==> src/rtl/alu_issue_ctrl_pkg.sv <==
// Shared definitions for the ALU issue controller: default sizes, opcodes,
// flag bit positions and FSM state encoding.
package alu_issue_ctrl_pkg;

  localparam int DEF_WIDTH = 8;
  localparam int DEF_OPW   = 3;
  localparam int DEF_DEPTH = 2;

  localparam logic [2:0] OP_ADD = 3'd0;
  localparam logic [2:0] OP_SUB = 3'd1;
  localparam logic [2:0] OP_AND = 3'd2;
  localparam logic [2:0] OP_OR  = 3'd3;
  localparam logic [2:0] OP_XOR = 3'd4;
  localparam logic [2:0] OP_NOT = 3'd5;
  localparam logic [2:0] OP_SHL = 3'd6;
  localparam logic [2:0] OP_SHR = 3'd7;

  // Bit positions inside the 4-bit {Z,N,C,V} flag word.
  localparam int FLG_Z = 3;
  localparam int FLG_N = 2;
  localparam int FLG_C = 1;
  localparam int FLG_V = 0;

  typedef enum logic {
    ST_IDLE = 1'b0,
    ST_EXEC = 1'b1
  } state_t;

endpackage

==> src/rtl/alu_issue_ctrl_if.sv <==
// Command and result handshake bundle for the ALU issue controller.
// Both channels use valid/ready: a transfer happens on a rising edge where
// valid and ready are both 1; valid holds with stable data until then.
interface alu_issue_ctrl_if #(
  parameter int WIDTH = 8,
  parameter int OPW   = 3
) ();

  logic             cmd_valid;
  logic             cmd_ready;
  logic [OPW-1:0]   cmd_op;
  logic [WIDTH-1:0] cmd_a;
  logic [WIDTH-1:0] cmd_b;

  logic             res_valid;
  logic             res_ready;
  logic [WIDTH-1:0] res_data;
  logic [3:0]       res_flags;

  modport master (
    output cmd_valid, cmd_op, cmd_a, cmd_b, res_ready,
    input  cmd_ready, res_valid, res_data, res_flags
  );

  modport slave (
    input  cmd_valid, cmd_op, cmd_a, cmd_b, res_ready,
    output cmd_ready, res_valid, res_data, res_flags
  );

endinterface

==> src/rtl/alu_result_fifo.sv <==
// Small synchronous FIFO holding {result, flags} words; head is visible
// combinationally and storage resets to zero so the head reads 0 after reset.
module alu_result_fifo #(
  parameter int DW    = 12,
  parameter int DEPTH = 2,
  localparam int AW   = $clog2(DEPTH),
  localparam int CW   = AW + 1
) (
  input  logic          clk,
  input  logic          rst,
  input  logic          push,
  input  logic [DW-1:0] push_data,
  input  logic          pop,
  output logic [DW-1:0] head,
  output logic          full,
  output logic          empty,
  output logic [CW-1:0] count
);

  logic [DW-1:0] mem [DEPTH];
  logic [AW-1:0] wr_ptr;
  logic [AW-1:0] rd_ptr;
  logic          do_push;
  logic          do_pop;

  assign full    = (count == CW'(DEPTH));
  assign empty   = (count == '0);
  assign do_push = push && !full;
  assign do_pop  = pop && !empty;
  assign head    = mem[rd_ptr];

  // DEPTH is a power of two, so the pointers wrap by plain overflow.
  always_ff @(posedge clk) begin
    if (rst) begin
      wr_ptr <= '0;
      rd_ptr <= '0;
      count  <= '0;
      for (int i = 0; i < DEPTH; i++) mem[i] <= '0;
    end else begin
      if (do_push) begin
        mem[wr_ptr] <= push_data;
        wr_ptr      <= wr_ptr + AW'(1);
      end
      if (do_pop) rd_ptr <= rd_ptr + AW'(1);
      case ({do_push, do_pop})
        2'b10:   count <= count + CW'(1);
        2'b01:   count <= count - CW'(1);
        default: count <= count;
      endcase
    end
  end

endmodule

==> src/rtl/alu_issue_ctrl.sv <==
// Issue stage in front of a combinational ALU: latches one command, lets the
// ALU evaluate for one cycle, then queues the result with Z/N/C/V flags.
module alu_issue_ctrl
  import alu_issue_ctrl_pkg::*;
#(
  parameter int WIDTH = DEF_WIDTH,
  parameter int OPW   = DEF_OPW,
  parameter int DEPTH = DEF_DEPTH
) (
  input  logic             clk,
  input  logic             rst,
  alu_issue_ctrl_if.slave  bus,
  output logic [OPW-1:0]   alu_op,
  output logic [WIDTH-1:0] alu_opA,
  output logic [WIDTH-1:0] alu_opB,
  input  logic [WIDTH-1:0] alu_result,
  output state_t           state
);

  localparam int CW = $clog2(DEPTH) + 1;

  state_t           state_d;
  logic             cmd_ready;
  logic             accept;
  logic             push;
  logic             pop;
  logic             fifo_full;
  logic             fifo_empty;
  logic [CW-1:0]    fifo_count;
  logic [3:0]       flags;
  logic [WIDTH+3:0] head;

  always_ff @(posedge clk) begin
    if (rst) begin
      state   <= ST_IDLE;
      alu_op  <= '0;
      alu_opA <= '0;
      alu_opB <= '0;
    end else begin
      state <= state_d;
      if (accept) begin
        alu_op  <= bus.cmd_op;
        alu_opA <= bus.cmd_a;
        alu_opB <= bus.cmd_b;
      end
    end
  end

  always_comb begin
    state_d   = state;
    cmd_ready = 1'b0;
    accept    = 1'b0;
    push      = 1'b0;
    case (state)
      ST_IDLE: begin
        cmd_ready = (fifo_count < CW'(DEPTH));
        if (bus.cmd_valid && cmd_ready) begin
          accept  = 1'b1;
          state_d = ST_EXEC;
        end
      end
      ST_EXEC: begin
        // Space was reserved on accept; the full guard is only defensive.
        push    = !fifo_full;
        state_d = ST_IDLE;
      end
      default: state_d = ST_IDLE;
    endcase
  end

  // a + b carries out of WIDTH bits exactly when a > (2^WIDTH - 1 - b) = ~b.
  always_comb begin
    flags        = '0;
    flags[FLG_Z] = (alu_result == '0);
    flags[FLG_N] = alu_result[WIDTH-1];
    if (alu_op == OPW'(OP_ADD)) begin
      flags[FLG_C] = (alu_opA > ~alu_opB);
      flags[FLG_V] = (alu_opA[WIDTH-1] == alu_opB[WIDTH-1]) &&
                     (alu_result[WIDTH-1] != alu_opA[WIDTH-1]);
    end
  end

  assign pop           = bus.res_valid && bus.res_ready;
  assign bus.cmd_ready = cmd_ready;
  assign bus.res_valid = !fifo_empty;
  assign bus.res_data  = head[WIDTH+3:4];
  assign bus.res_flags = head[3:0];

  alu_result_fifo #(
    .DW    (WIDTH + 4),
    .DEPTH (DEPTH)
  ) u_fifo (
    .clk       (clk),
    .rst       (rst),
    .push      (push),
    .push_data ({alu_result, flags}),
    .pop       (pop),
    .head      (head),
    .full      (fifo_full),
    .empty     (fifo_empty),
    .count     (fifo_count)
  );

endmodule
==> src/flat_wrapper.sv <==
// flat-port wrapper written by rule: the top's interface ports become plain ports
module alu_issue_ctrl_flat import alu_issue_ctrl_pkg::*;
#(
  parameter int WIDTH = DEF_WIDTH,
  parameter int OPW   = DEF_OPW,
  parameter int DEPTH = DEF_DEPTH
)
  (clk, rst, alu_op, alu_opA, alu_opB, alu_result, state, bus_cmd_valid, bus_cmd_op, bus_cmd_a, bus_cmd_b, bus_res_ready, bus_cmd_ready, bus_res_valid, bus_res_data, bus_res_flags);
  alu_issue_ctrl_if #(.WIDTH(WIDTH), .OPW(OPW)) bus_i ();
  input  logic clk;
  input  logic rst;
  output logic [OPW-1:0] alu_op;
  output logic [WIDTH-1:0] alu_opA;
  output logic [WIDTH-1:0] alu_opB;
  input  logic [WIDTH-1:0] alu_result;
  output state_t state;
  input wire logic [$bits(bus_i.cmd_valid)-1:0] bus_cmd_valid;
  input wire logic [$bits(bus_i.cmd_op)-1:0] bus_cmd_op;
  input wire logic [$bits(bus_i.cmd_a)-1:0] bus_cmd_a;
  input wire logic [$bits(bus_i.cmd_b)-1:0] bus_cmd_b;
  input wire logic [$bits(bus_i.res_ready)-1:0] bus_res_ready;
  output wire logic [$bits(bus_i.cmd_ready)-1:0] bus_cmd_ready;
  output wire logic [$bits(bus_i.res_valid)-1:0] bus_res_valid;
  output wire logic [$bits(bus_i.res_data)-1:0] bus_res_data;
  output wire logic [$bits(bus_i.res_flags)-1:0] bus_res_flags;
  assign bus_i.cmd_valid = bus_cmd_valid;
  assign bus_i.cmd_op = bus_cmd_op;
  assign bus_i.cmd_a = bus_cmd_a;
  assign bus_i.cmd_b = bus_cmd_b;
  assign bus_i.res_ready = bus_res_ready;
  assign bus_cmd_ready = bus_i.cmd_ready;
  assign bus_res_valid = bus_i.res_valid;
  assign bus_res_data = bus_i.res_data;
  assign bus_res_flags = bus_i.res_flags;
  alu_issue_ctrl #(.WIDTH(WIDTH), .OPW(OPW), .DEPTH(DEPTH)) u_core (.clk(clk), .rst(rst), .bus(bus_i), .alu_op(alu_op), .alu_opA(alu_opA), .alu_opB(alu_opB), .alu_result(alu_result), .state(state));
endmodule
==> config.mk <==
export PLATFORM = sky130hd
export DESIGN_NAME = alu_issue_ctrl_flat
export DESIGN_NICKNAME = d
export VERILOG_FILES = /design/src/rtl/alu_issue_ctrl_pkg.sv /design/src/rtl/alu_issue_ctrl_if.sv /design/src/rtl/alu_result_fifo.sv /design/src/rtl/alu_issue_ctrl.sv /design/src/flat_wrapper.sv
export SDC_FILE = /design/constraint.sdc
export NUM_CORES = 1
export LEC_CHECK = 0
export ABC_CLOCK_PERIOD_IN_PS = 2800
export CELL_PAD_IN_SITES_DETAIL_PLACEMENT = 1
export CELL_PAD_IN_SITES_GLOBAL_PLACEMENT = 2
export CORE_AREA = 10 10 98 100
export DETAILED_ROUTE_END_ITERATION = 10
export DIE_AREA = 0 0 108 110
export GPL_ROUTABILITY_DRIVEN = 0
export PLACE_DENSITY_LB_ADDON = 0.1
export SYNTH_ARGS = -nofsm -noshare
export SYNTH_HDL_FRONTEND = slang
export SYNTH_HIERARCHICAL = 1
export SYNTH_SLANG_ARGS = --single-unit
==> constraint.sdc <==
create_clock -name clk -period 2.8 [get_ports clk]
set_input_delay 0.28 -clock clk [delete_from_list [all_inputs] [get_ports clk]]
set_output_delay 0.28 -clock clk [all_outputs]
set_load 0.02 [all_outputs]
* After elaboration in Yosys (flattened, before gate mapping)
Memory sizes are Yosys's and may differ from the RTL's. A register that Yosys moved wholly into a read port is not among the register bits.
Cells that the tools add are included.
** Word-level totals
- Input port bits :: 31
- RAM bits :: 24
- Output and inout port bits :: 34
- Bits in registers :: 24
- Memories kept :: 1
- Word-level logic and storage cells :: 50
** Cells by class
- Eq/ne operators :: 5
- Reduce and logical (&&, ||, !) cells :: 12
- $lt $le $gt $ge :: 2
- Bitwise gates (word level) :: 2
- $add $sub $neg :: 4
- Multiplexer cells :: 17
** Memories
- u_core.u_fifo.mem :: depth 2, bits a word 12, read ports 1, clocked after Yosys merged registers in 1, wr ports 2, line alu_result_fifo.sv:20 : logic [DW-1:0] mem [DEPTH];
** Operators with widths (count)
- $mux W1 :: 13
- $mux W12 :: 1
- $reduce_or A12 Y1 :: 1
- $gt A8 B8 Y1 :: 1
- $logic_not A8 Y1 :: 1
- $not A8 Y8 :: 1
- $logic_and A1 B1 Y1 :: 5
- $eq A2 B2 Y1 const B :: 2
- $pmux W2 S2 :: 1
- $logic_not A3 Y1 :: 1
- $add A1 B1 Y1 const B :: 2
- $add A2 B1 Y2 const B :: 1
- $eq A2 B1 Y1 const B :: 1
- $logic_not A1 Y1 :: 2
- $logic_not A2 Y1 :: 1
- $lt A2 B2 Y1 const B :: 1
- $mux W2 :: 1
- $pmux W1 S2 :: 1
- $reduce_bool A2 Y1 :: 1
- $sub A2 B1 Y2 const B :: 1
- $eq A1 B1 Y1 :: 1
- $ne A1 B1 Y1 :: 1
- $not A1 Y1 :: 1

* Longest topological paths before layout
- Depth in word-level cells :: 9
- Depth in mapped cells :: 8
- Depth with buffers taken out :: 8

* By module
Netlist, hierarchy kept.
** By module, submodules not included
- alu_result_fifo :: area each 1286.2 µm², sequential area each 820.8 µm², times used 1, cells an instance 104
- alu_issue_ctrl :: area each 1012.2 µm², sequential area each 400.4 µm², times used 1, cells an instance 118

* Least setup slack after synthesis
No wires, ideal clock.
- Path kind :: register to register
- Start :: register u_core.u_fifo.count[0]
- End :: memory u_core.u_fifo.mem[0][0], enable pin
- Cell stages (with the launch flop) :: 7
- Data arrival time :: 1573 ps
- Setup time :: 350 ps
- Period minus slack after synthesis :: 1923 ps
- Setup slack :: 877 ps
- Data required time :: 2450 ps
- Buffers on the path :: 0
- Path through :: dfxtp_1 -> nand2b_2 -> inv_2 -> nor2b_1 -> inv_1 -> or3_4 -> or2b_1
** RTL lines
- start, declared :: line alu_result_fifo.sv:17 : output logic [CW-1:0] count
- start signal, assigned :: line alu_result_fifo.sv:46 : 2'b10: count <= count + CW'(1);
- start signal, assigned :: line alu_result_fifo.sv:47 : 2'b01: count <= count - CW'(1);
- start signal, assigned :: line alu_result_fifo.sv:48 : default: count <= count;
- end, declared :: line alu_result_fifo.sv:20

==> impl_metrics.py <==
metrics = {
    "place": {
        "dpl.hpwl_mm": 4.62,
        "port-buffer-count": 64,
    },
    "logic_synthesis": {
        "yosysWarnings": 6,
        "yosys-top-cells-area": "edfxtp_1 (31%), dfxtp_1 (22%), mux2_2 (5.9%), nor2_1 (5.2%), nand2_1 (5.1%)",
        "ys_ff_latch": 49,
        "yosysTopAreaCell": "edfxtp_1",
        "syn_area_sq_um": 2300,
        "synthCells": 222,
        "synthArstFlopShare": 0,
        "synth.distinct_cells": 34,
        "synth.top_cell.area_share": 0.314,
        "synth_edf_count": 24,
        "syn_area_per_cell_sq_um": 10.4,
        "yosysSeqAreaShare": 0.531,
        "synth_nets": 262,
        "yosys_most_used_dff": "dfxtp_1",
    },
    "floorplanning": {
        "fp.dieW_um": 108,
        "die_h_um": 110,
        "ios": 65,
        "start_util": 0.301,
        "die_area_sq_um": 11900,
        "rows": 32,
        "core-area_sq_um": 7650,
    },
    "pwr": {
        "p_int_mw": 1.13,
        "vdd_drop_max_uv": 219,
        "power.density_nw_per_um2": 508,
        "power_mw": 1.57,
        "power_frac_comb": 0.210,
        "p_sw_mw": 0.436,
        "p_sw_frac": 0.278,
        "pwr-share-seq": 0.526,
        "p_leak_nw": 1.10,
        "clockPowerShare": 0.264,
    },
    "clock_tree": {
        "cts-htree-levels": 2,
        "insertion_delay_ns": 0.30,
        "cts_setup_buffers": 0,
        "cts_root_buf": "clkbuf_8",
        "clk_path_buf_depth": 2,
        "cts.clk_slew.worst_paths_ns": 0.09,
        "cts_tree": "yes",
        "clock_sinks": 49,
        "cts_resized": 0,
        "postCtsHoldBufs": 0,
        "numCtsBuffers": 5,
    },
    "drt": {
        "vias": 1720,
        "routed-wl-met2_mm": 2.90,
        "vias_per_cell": 4.43,
        "drtIter0Drc": 26,
        "drt-pass1-iter-count": 4,
        "highest_layer": "met4",
        "met1Wirelength_mm": 2.51,
        "drc": 0,
        "wire_per_inst_um": 15.4,
        "wl_met3_um": 462,
        "route.final.wire_length_mm": 5.96,
        "ant_nets": 0,
    },
    "layout": {
        "insertedDiodeCount": 0,
        "fin_nets": 325,
        "drive_gt1_frac": 0.164,
        "syn2layout_area_growth_pct": 34.6,
        "layout_common_cells": "clkdlybuf4s50_1 (64), nor2_1 (32), nand2_1 (31)",
        "layout.cells.most_common": "clkdlybuf4s50_1",
    },
    "sta": {
        "max_slew_margin": 0.511,
        "rsz0062_at_grt": "false",
        "max_freq_mhz": 447,
        "drv_slew": 0,
        "post-route-min-period_ns": 2.24,
        "fin_skew_ns": 0.00930,
        "setup_viol": 0,
        "finalHoldViolations": 0,
        "tightest_slew_ns": 0.732,
        "layout_worst_path_cycle_share": 0.799,
        "fin_setup_tns_ns": 0,
    },
    "global_route": {
        "antenna_found_initial": 0,
        "grt_pass1_wl_mm": 9.77,
        "grt_pass1_vias": 1954,
        "overflow": 0,
        "track_usage": 0.104,
        "grt_max_degree": 23,
    },
    "worst_setup_path": {
        "crit_path_end_kind": "primary output",
        "cp-start-kind": "register",
        "crit_fanout": 12,
        "cp.required_ns": 2.52,
        "rrSetupSlack_ns": 0.58,
        "cp_data_arrival_time_ns": 1.96,
        "crit_type": "reg -> out",
    },
    "flow_run": {
        "drv_cap": 0,
    },
    "outcome": {
        "outcome": "finished clean",
    },
    "hold_path": {
        "hp-class": "reg -> reg",
    },
}
critical path: stages (launching register included):
cell	delay, ns
dfxtp_1	0.70
mux2_2	0.41
clkdlybuf4s50_1	0.55
final timing paths:
| check | cells after the start | from | to |
|---|---|---|---|
| min reg2reg | 2 | u_core/alu_opA[6]$_SDFFE_PP0P_ | u_core/alu_opA[6]$_SDFFE_PP0P_ |
| min | 2 | u_core/alu_opA[6]$_SDFFE_PP0P_ | u_core/alu_opA[6]$_SDFFE_PP0P_ |
| max reg2reg | 6 | u_core/u_fifo/count[0]$_SDFFE_PP0P_ | u_core/u_fifo/mem[0][2]$_SDFFCE_PN0P_ |
| max | 2 | register | bus_res_data[7] |
power groups by stage:
stage / Sequential [mW] / Combinational (mW) / Clock (mW)
6_report: 0.826 / 0.329 / 0.414
5_1_grt: 0.834 / 0.364 / 0.461
4_1_cts: 0.828 / 0.339 / 0.434
3_5_place_dp: 0.844 / 0.336 / 0
3_3_place_gp: 0.844 / 0.334 / 0
2_1_floorplan: 0.857 / 0.170 / 0
layout make-up:
| cell class | instances | area (sq um) |
|---|---|---|
| clock buffers | 6 | 72.6 |
| fillers | 858 | 4550 |
| inverters | 5 | 18.8 |
| repair buffers | 67 | 663 |
| multi-input cells | 157 | 975 |
| clock inverters | 2 | 15.0 |
| flip-flops and latches | 49 | 1220 |
| well taps | 102 | 128 |
cells by family (layout without fill, tap and decap cells):
group	Yosys count	count (layout)	synth area share
and+or+nand+nor	102	102	0.214
buffers and inverters	16	80	0.0446
DFF	49	49	0.531
muxes	12	12	0.0588
xor gates and xnor gates	4	4	0.0152
AOI/OAI and AO/OA	30	30	0.0871
adders and majority gates	9	9	0.0490
stage by stage:
stage	std cells	instance area, sq um	hold WS, ns	setup WS [ns]	utilization
2_1_floorplan	222	2300	0.407	0.877	-
3_3_place_gp	380	3010	0.463	0.657	0.393
3_5_place_dp	380	3010	0.468	0.578	0.393
4_1_cts	388	3090	0.489	0.521	0.404
5_1_grt	388	3090	0.515	0.419	0.404
6_report	388	3090	0.481	0.562	0.404
cell usage after synthesis (2+ instances only):
cell type / number
or4_1: 2
clkbuf_1: 6
xnor2_1: 3
nand2b_1: 13
dfxtp_1: 25
inv_1: 4
buf_2: 2
a21oi_2: 10
nand2_1: 31
mux2_2: 12
nor2_1: 32
a211oi_1: 2
nor2b_1: 3
nand4_1: 2
nand2_2: 10
buf_12: 2
edfxtp_1: 24
ha_1: 9
o21ai_0: 2
a21oi_1: 13
or3_1: 2
sequential cells by signal, summed over array words and instances, names as in the netlist, named ones only:
signal and count:
u_core/u_fifo/mem 24, u_core/alu_op 3, u_core/alu_opA 8, u_core/u_fifo/rd_ptr 1
u_core/state 1, u_core/u_fifo/count 2, u_core/alu_opB 8, u_core/u_fifo/wr_ptr 1
per-layer routing:
layer,vias up,GRT usage
met2,45,0.185
met1,798,0.111
met5,-,0
li1,869,-
met4,0,0.0324
met3,8,0.0412
(Power assumes the default switching activity.)
